`config.mk`:
```
export PLATFORM = sky130hd
export DESIGN_NAME = seu_emr_cache_reader
export DESIGN_NICKNAME = d
export VERILOG_FILES = /design/src/rtl/seu_emr_cache_reader.sv
export SDC_FILE = /design/constraint.sdc
export NUM_CORES = 1
export LEC_CHECK = 0
export ABC_AREA = 1
export CAP_MARGIN = 20
export CORE_ASPECT_RATIO = 0.75
export CORE_MARGIN = 2
export CORE_UTILIZATION = 57
export DETAILED_ROUTE_END_ITERATION = 12
export GPL_TIMING_DRIVEN = 0
export PLACE_DENSITY = 0.86
export SLEW_MARGIN = 10
export SYNTH_ARGS = -nofsm -noshare
export SYNTH_HDL_FRONTEND = slang
export SYNTH_SLANG_ARGS = --single-unit
export TNS_END_PERCENT = 30
```
`constraint.sdc`:
```
create_clock -name clk -period 7.65 [get_ports clk]
set_input_delay 0.765 -clock clk [delete_from_list [all_inputs] [get_ports clk]]
set_output_delay 0.765 -clock clk [all_outputs]
set_load 0.005 [all_outputs]
```
`src/rtl/seu_emr_cache_reader.sv`:
```
// Drains SEU EMR cache entries over the int/ack handshake into a small FIFO and streams them out.
// Optional capture timestamps: define SEU_EMR_CACHE_READER_TIMESTAMP_EN.
module seu_emr_cache_reader #(
  parameter int emr_data_width     = 35,
  parameter int fifo_depth         = 4,
  parameter int ack_holdoff_cycles = 2,
  parameter int count_width        = 16,
`ifdef SEU_EMR_CACHE_READER_TIMESTAMP_EN
  localparam int out_width         = emr_data_width + 32,
`else
  localparam int out_width         = emr_data_width,
`endif
  localparam int addr_width        = $clog2(fifo_depth),
  localparam int level_width       = addr_width + 1,
  localparam int hold_width        = $clog2(ack_holdoff_cycles + 1)
) (
  input  logic                      clk,
  input  logic                      reset,
  input  logic                      emr_cache_int,
  input  logic [emr_data_width-1:0] emr_data,
  output logic                      emr_cache_ack,
  output logic [out_width-1:0]      out_data,
  output logic                      out_valid,
  input  logic                      out_ready,
  output logic [level_width-1:0]    fifo_level,
  output logic [count_width-1:0]    event_count,
  output logic                      stall,
  input  logic                      stall_clr
);

  typedef enum logic [1:0] {IDLE, ACK, HOLDOFF} state_t;

  state_t                state, state_nxt;
  logic [hold_width-1:0] hold_cnt;
  logic [out_width-1:0]  mem [fifo_depth];
  logic [addr_width-1:0] wr_ptr, rd_ptr;
  logic                  full, push, pop, stall_set;
  logic [out_width-1:0]  entry;

`ifdef SEU_EMR_CACHE_READER_TIMESTAMP_EN
  logic [31:0] ts;

  always_ff @(posedge clk or posedge reset) begin
    if (reset) ts <= '0;
    else       ts <= ts + 32'd1;
  end

  assign entry = {ts, emr_data};
`else
  assign entry = emr_data;
`endif

  // Full check uses pre-edge occupancy, so a same-cycle pop never admits a push into a full FIFO.
  assign full      = (fifo_level == level_width'(fifo_depth));
  assign out_valid = (fifo_level != '0);
  assign pop       = out_valid && out_ready;
  assign out_data  = out_valid ? mem[rd_ptr] : '0;

  always_comb begin
    state_nxt     = state;
    emr_cache_ack = 1'b0;
    push          = 1'b0;
    stall_set     = 1'b0;
    case (state)
      IDLE: begin
        if (emr_cache_int) begin
          if (full) begin
            stall_set = 1'b1;
          end else begin
            push      = 1'b1;
            state_nxt = ACK;
          end
        end
      end
      ACK: begin
        emr_cache_ack = 1'b1;
        state_nxt     = HOLDOFF;
      end
      HOLDOFF: begin
        if (hold_cnt <= hold_width'(1)) state_nxt = IDLE;
      end
      default: state_nxt = IDLE;
    endcase
  end

  always_ff @(posedge clk or posedge reset) begin
    if (reset) begin
      state    <= IDLE;
      hold_cnt <= '0;
    end else begin
      state <= state_nxt;
      if (state == ACK)          hold_cnt <= hold_width'(ack_holdoff_cycles);
      else if (state == HOLDOFF) hold_cnt <= hold_cnt - hold_width'(1);
    end
  end

  // Storage carries data only; occupancy and pointers decide what is visible.
  always_ff @(posedge clk) begin
    if (push) mem[wr_ptr] <= entry;
  end

  always_ff @(posedge clk or posedge reset) begin
    if (reset) begin
      wr_ptr     <= '0;
      rd_ptr     <= '0;
      fifo_level <= '0;
    end else begin
      if (push) wr_ptr <= wr_ptr + addr_width'(1);
      if (pop)  rd_ptr <= rd_ptr + addr_width'(1);
      case ({push, pop})
        2'b10:   fifo_level <= fifo_level + level_width'(1);
        2'b01:   fifo_level <= fifo_level - level_width'(1);
        default: fifo_level <= fifo_level;
      endcase
    end
  end

  // A new stall condition outranks a same-cycle clear.
  always_ff @(posedge clk or posedge reset) begin
    if (reset) begin
      event_count <= '0;
      stall       <= 1'b0;
    end else begin
      if (push && (event_count != '1)) event_count <= event_count + count_width'(1);
      if (stall_set)      stall <= 1'b1;
      else if (stall_clr) stall <= 1'b0;
    end
  end

endmodule

```
==> results of run 1 <==
## worst max-delay path: cells and delay by family, from the launching register on
family	cells	cell delay [ps]
compound gates	2	470
buf+inv	4	1290
flops	1	360
## stage by stage
step	std cells	hold WS (ps)	cell area [um^2]	util (%)	worst slack [ps]
finish	926	531	8980	73.5	4370
global route	926	565	8980	73.5	4230
CTS	925	537	8950	73.3	4420
detailed placement	893	527	8380	68.6	4750
global placement	889	514	8250	67.5	3100
floorplan	627	505	7080	-	4700
## registers in the layout, indices dropped and copies added (netlist names)
| name | count |
|---|---|
| event_count | 16 |
| fifo_level | 3 |
| hold_cnt | 2 |
| mem | 140 |
| rd_ptr | 2 |
| stall | 1 |
| state | 2 |
| wr_ptr | 2 |
## routing by layer
| metal | GRT usage (%) | vias to the layer above | share of wire [%] |
|---|---|---|---|
| met1 | 32.6 | 2484 | 41 |
| met5 | 0 | - | 0 |
| met4 | 10.2 | 0 | 1.6 |
| li1 | - | 2386 | - |
| met3 | 4.17 | 24 | 6.6 |
| met2 | 43.1 | 220 | 51 |
## logic make-up (layout without fill, tap and decap cells)
logic type                 count (synthesis)  after routing  share of synthesized area (%)
xor gates and xnor gates                  11             11                           1.36
AOI/OAI and AO/OA                        128            128                           9.45
buffers and inverters                     61            194                           3.66
muxes                                      1              1                          0.159
and+or+nand+nor                          247            247                           14.1
DFF                                      168            168                           69.2
adders and majority gates                 11             11                           2.05
## worst min path at each step
stage / end / slack (ps) / cells past startpoint
final: stall$_DFFE_PP0P_ / 530 / 2
after global routing: stall$_DFFE_PP0P_ / 570 / 2
after CTS: stall$_DFFE_PP0P_ / 540 / 2
after detailed placement: stall$_DFFE_PP0P_ / 530 / 2
after global placement: fifo_level[0]$_DFFE_PP0P_ / 510 / 1
after floorplan: hold_cnt[1]$_DFFE_PP0P_ / 500 / 2
## cell usage after synthesis, drive strengths merged
cell type and instances:
xnor2 5, a21oi 37, nor2 165, nor3b 1, clkinv 1, fa 1
nand2 70, o21ai 89, xor2 6, buf 15, clkbuf 12, edfxtp 140
nand3 7, ha 10, mux2 1, nand4 4, dfrtp 28, inv 33
o22ai 2
## report_power, final
group          switching [mW]  internal, mW  leakage [nW]
Sequential             0.0727          1.16          1.63
Combinational           0.781         0.644          1.33
Clock                   0.356         0.454         0.274
## final cells by class
| class | count | area [um^2] |
|---|---|---|
| Multi-Input combinational cell | 398 | 1950 |
| Inverter | 34 | 128 |
| Timing Repair Buffer | 101 | 1090 |
| Clock buffer | 17 | 425 |
| Tap cell | 166 | 208 |
| Buffer | 27 | 131 |
| Sequential cell | 168 | 4900 |
| Clock inverter | 15 | 143 |
| Fill cell | 766 | 3240 |
==> flow_metrics.tcl, run 1 <==
set metrics [dict create \
    diodes 0 \
    grt_pass1_wl_um 25400 \
    post_synth.cell_area_avg_um2 11.3 \
    cts_tree "yes" \
    grt_setup_unrepaired "no" \
    fin_setup_tns_ps 0 \
    r2r_start "state[0]$_DFFE_PP0P_" \
    routed_wl_um 15800 \
    layout_commonest_cell "nor2_1" \
    min-delay-start "stall$_DFFE_PP0P_" \
    cts_sinks 168 \
    yosysWarnings 0 \
    overflow 0 \
    hpwl_um 10300 \
    yosys.area.top_type "edfxtp_1" \
    ys_seq_elements 168 \
    routedWlPerCell_um 17.1 \
    ant_nets 0 \
    synth_area_leaders "edfxtp_1, dfrtp_1, nor2_1, o21ai_0, nand2_1" \
    port_buffers 96 \
    grt_pass1_vias 5077 \
    gp_congestion 0.851 \
    finalHoldViolCount 0 \
    fmax_mhz 305 \
    finalMaxSlewViolations 0 \
    syn_area_um2 7080 \
    r2r_slack_ps 5340 \
    syn-num-nets 678 \
    fin_nets 798 \
    drc 0 \
    worstHoldPathType "reg -> reg" \
    status "completed" \
    powerDensity_nw_per_um2 387 \
    syn2layout_area_growth_pct 26.8 \
    crit_start "rd_ptr[0]$_DFFE_PP0P_" \
    antenna_found_initial 0 \
    dieWidth_um 133 \
    p_total_mw 3.47 \
    htreeDepth 4 \
    ioPinCount 97 \
    yosysTopAreaCellShare_pct 59.4 \
    cp_max_fo 10 \
    numCtsBuffers 17 \
    fp.dieH_um 101 \
    critical_path.slowest_cell "clkdlybuf4s50_1" \
    crit_required_ps 6880 \
    drive_gt1_share_pct 10.1 \
    setup_viol 0 \
    vias 5114 \
    p_leak_nw 3.23 \
    clk_pin_slew_ps 60 \
    cts_max_path_buffers 2 \
    path_class "reg -> out" \
    rr_endpoint "fifo_level[2]$_DFFE_PP0P_" \
    num_rows 35 \
    yosysSeqAreaShare_pct 69.2 \
    cts_resized 0 \
    arrival_ps 2510 \
    insertion_delay_ps 420 \
    core-area_um2 12200 \
    drt-pass1-iter-count 5 \
    crit_end "out_data[29]" \
    syn-instance-count 627 \
    ff2ff_path_depth 11 \
    initial_core_util_pct 58.0 \
    layout_common_cells "nor2_1, edfxtp_1, clkdlybuf4s50_1, o21ai_0, nand2_1" \
    max_stage_delay_ps 550 \
    vdd_ir_drop_max_mv 0.262 \
    maxCapViolations 0 \
    startpoint_type "flip-flop" \
    grt_usage_pct 25.1 \
    worst_pin_slew_ps 609 \
    post-cts-setup-buffers 0 \
    die-area_um2 13300 \
    cts_hold_buf 0 \
    crit_path_end_kind "primary output" \
    via_per_inst 5.52 \
    drtIter0Drc 542 \
    clock-root-buffer "clkbuf_16" \
    synth_cell_types 30 \
    fin_crit_sh_pct 42.9 \
    path_cells "buf_2 -> inv_2 -> clkbuf_1 -> o21ai_0 -> a21oi_1 -> clkdlybuf4s50_1" \
    fin_worst_skew_ps 6.21 \
    max-slew-margin-rel_pct 59.3 \
    grt_start_max_net_pins 29 \
    finalCriticalPeriod_ps 3280 \
]
No activity file was read; power rests on OpenSTA's default activity.
==> run 2, diff against run 1 <==
Settings changed: CORE_UTILIZATION 57 to 55, PLACE_DENSITY 0.86 to 0.83.
Clock period 7.65 ns to 3.3 ns, I/O delays scaled along.
==> flow_metrics.tcl, run 2 (synthesis gave the netlist of run 1 again) <==
set metrics [dict create \
    diodes 0 \
    cts_hold_buf 0 \
    max_stage_delay_ps 560 \
    finalCriticalPeriod_ps 2870 \
    initial_core_util_pct 57.0 \
    fin_area_um2 9000 \
    gp_congestion 0.849 \
    top_regs "mem x140, event_count x16, fifo_level x3" \
    post-cts-setup-buffers 0 \
    grt_usage_pct 24.5 \
    place_area_um2 8380 \
    cts_resized 0 \
    vias 5070 \
    numCtsBuffers 17 \
    power.internal_mw 5.32 \
    port_buffers 96 \
    cts_max_path_buffers 2 \
    comb_power_share_pct 40.6 \
    htreeDepth 4 \
    antenna_found_initial 0 \
    clock-root-buffer "clkbuf_16" \
    vdd_ir_drop_max_mv 0.541 \
    worstHoldPathType "in -> async" \
    power_frac_clock_pct 24.3 \
    status "completed" \
    clk_pin_slew_ps 70 \
    drtIter0Drc 731 \
    grt_pass1_vias 4967 \
    p_leak_nw 3.24 \
    switching_power_mw 2.85 \
    fp.dieH_um 102 \
    ioPinCount 97 \
    grt_setup_unrepaired "no" \
    powerDensity_nw_per_um2 907 \
    path_class "reg -> out" \
    setup_viol 0 \
    routedWlPerCell_um 17.6 \
    cts_sinks 168 \
    die-area_um2 13800 \
    syn2layout_area_growth_pct 27.1 \
    dieWidth_um 135 \
    cts_tree "yes" \
    startpoint_type "flip-flop" \
    pwr-share-seq_pct 35.1 \
    hpwl_um 10600 \
    fin_nets 798 \
    ant_nets 0 \
    worst_pin_slew_ps 654 \
    cp_max_fo 10 \
    crit_path_end_kind "primary output" \
    layout_common_cells "nor2_1, edfxtp_1, clkdlybuf4s50_1, o21ai_0, nand2_1" \
    finalHoldViolCount 0 \
    overflow 0 \
    drc 0 \
    num_rows 35 \
    max-slew-margin-rel_pct 56.3 \
    fmax_mhz 348 \
    arrival_ps 2540 \
    setup_slack_ps 429 \
    crit_required_ps 2970 \
    regMostFlops "mem" \
    largest_reg_flops 140 \
    switching_share_pct 34.8 \
    drt-pass1-iter-count 6 \
    routed_wl_um 16300 \
    path_cells "buf_2 -> inv_2 -> clkbuf_1 -> o21ai_0 -> a21oi_1 -> clkdlybuf4s50_1" \
    fill_cells 817 \
    p_total_mw 8.17 \
    dpl_worst_slack_ps 895 \
    grt_start_max_net_pins 29 \
    finalMaxSlewViolations 0 \
    insertion_delay_ps 420 \
    fin_worst_skew_ps 6.46 \
    via_per_inst 5.48 \
    drive_gt1_share_pct 9.88 \
    maxCapViolations 0 \
    layout_commonest_cell "nor2_1" \
    grt_pass1_wl_um 25200 \
    fin_crit_sh_pct 87.0 \
    critical_path.slowest_cell "clkdlybuf4s50_1" \
    core-area_um2 12400 \
    fin_setup_tns_ps 0 \
]
## run 2: cell count changes in the layout (fill, tap and decap cells not counted)
cell        change
clkinvlp_4      -1
clkinv_8        +1
inv_6           +3
clkinv_4        -1
inv_8           -2
bufinv_16       +1
clkinv_2        -3
clkinv_1        +1
## run 2: stage by stage
step | hold WS, ps | cells | util, %
6_report | 131 | 925 | 72.4
5_1_grt | 152 | 925 | 72.4
4_1_cts | 485 | 924 | 72.2
3_5_place_dp | 533 | 893 | 67.4
3_3_place_gp | 520 | 889 | 66.3
2_1_floorplan | 395 | 627 | -
## run 2: worst max-delay path, delay by kind of cell, from the launching register on
| family | cells | cell delay, ps |
|---|---|---|
| AO/OA/AOI/OAI | 2 | 490 |
| buffers and inverters | 4 | 1280 |
| flip-flops | 1 | 350 |
## run 2: cell type report
class / instances / area, um^2 / share of cell area [%]
clock buffers: 17 / 425 / 4.73
multi-input cells: 398 / 1950 / 21.7
flip-flops and latches: 168 / 4900 / 54.5
well taps: 166 / 208 / 2.31
plain buffers: 27 / 131 / 1.46
inverters: 34 / 128 / 1.42
repair buffers: 101 / 1090 / 12.1
clock inverters: 14 / 165 / 1.83
## run 2: power by group through the flow
stage          clock [mW]  sequential, mW  combinational, mW
2_1_floorplan           0            2.89               1.65
3_3_place_gp            0            2.91               3.07
3_5_place_dp            0            2.91               3.28
4_1_cts              1.99            2.87               3.31
5_1_grt              2.09            2.91               3.64
6_report             1.98            2.87               3.32
## run 2: worst paths after layout
check / startpoint / depth (start not counted) / slack, ps / endpoint
min in group clk: stall_clr / 2 / 490 / stall$_DFFE_PP0P_
setup / recovery: rd_ptr[0]$_DFFE_PP0P_ / 6 / 430 / out_data[30]
setup reg to reg: state[0]$_DFFE_PP0P_ / 11 / 1040 / fifo_level[2]$_DFFE_PP0P_
max in group asynchronous: reset / 3 / 2790 / rd_ptr[1]$_DFFE_PP0P_
hold reg to reg: fifo_level[0]$_DFFE_PP0P_ / 1 / 540 / fifo_level[0]$_DFFE_PP0P_
hold / removal: reset / 2 / 130 / hold_cnt[1]$_DFFE_PP0P_
## run 2: per-layer routing
layer / GRT usage (%) / part of all wire, % / up-vias
met2: 39.6 / 49 / 301
met3: 4.91 / 9.3 / 25
met5: 0 / 0 / -
li1: - / - / 2388
met4: 9.70 / 1.8 / 0
met1: 33.3 / 40 / 2356
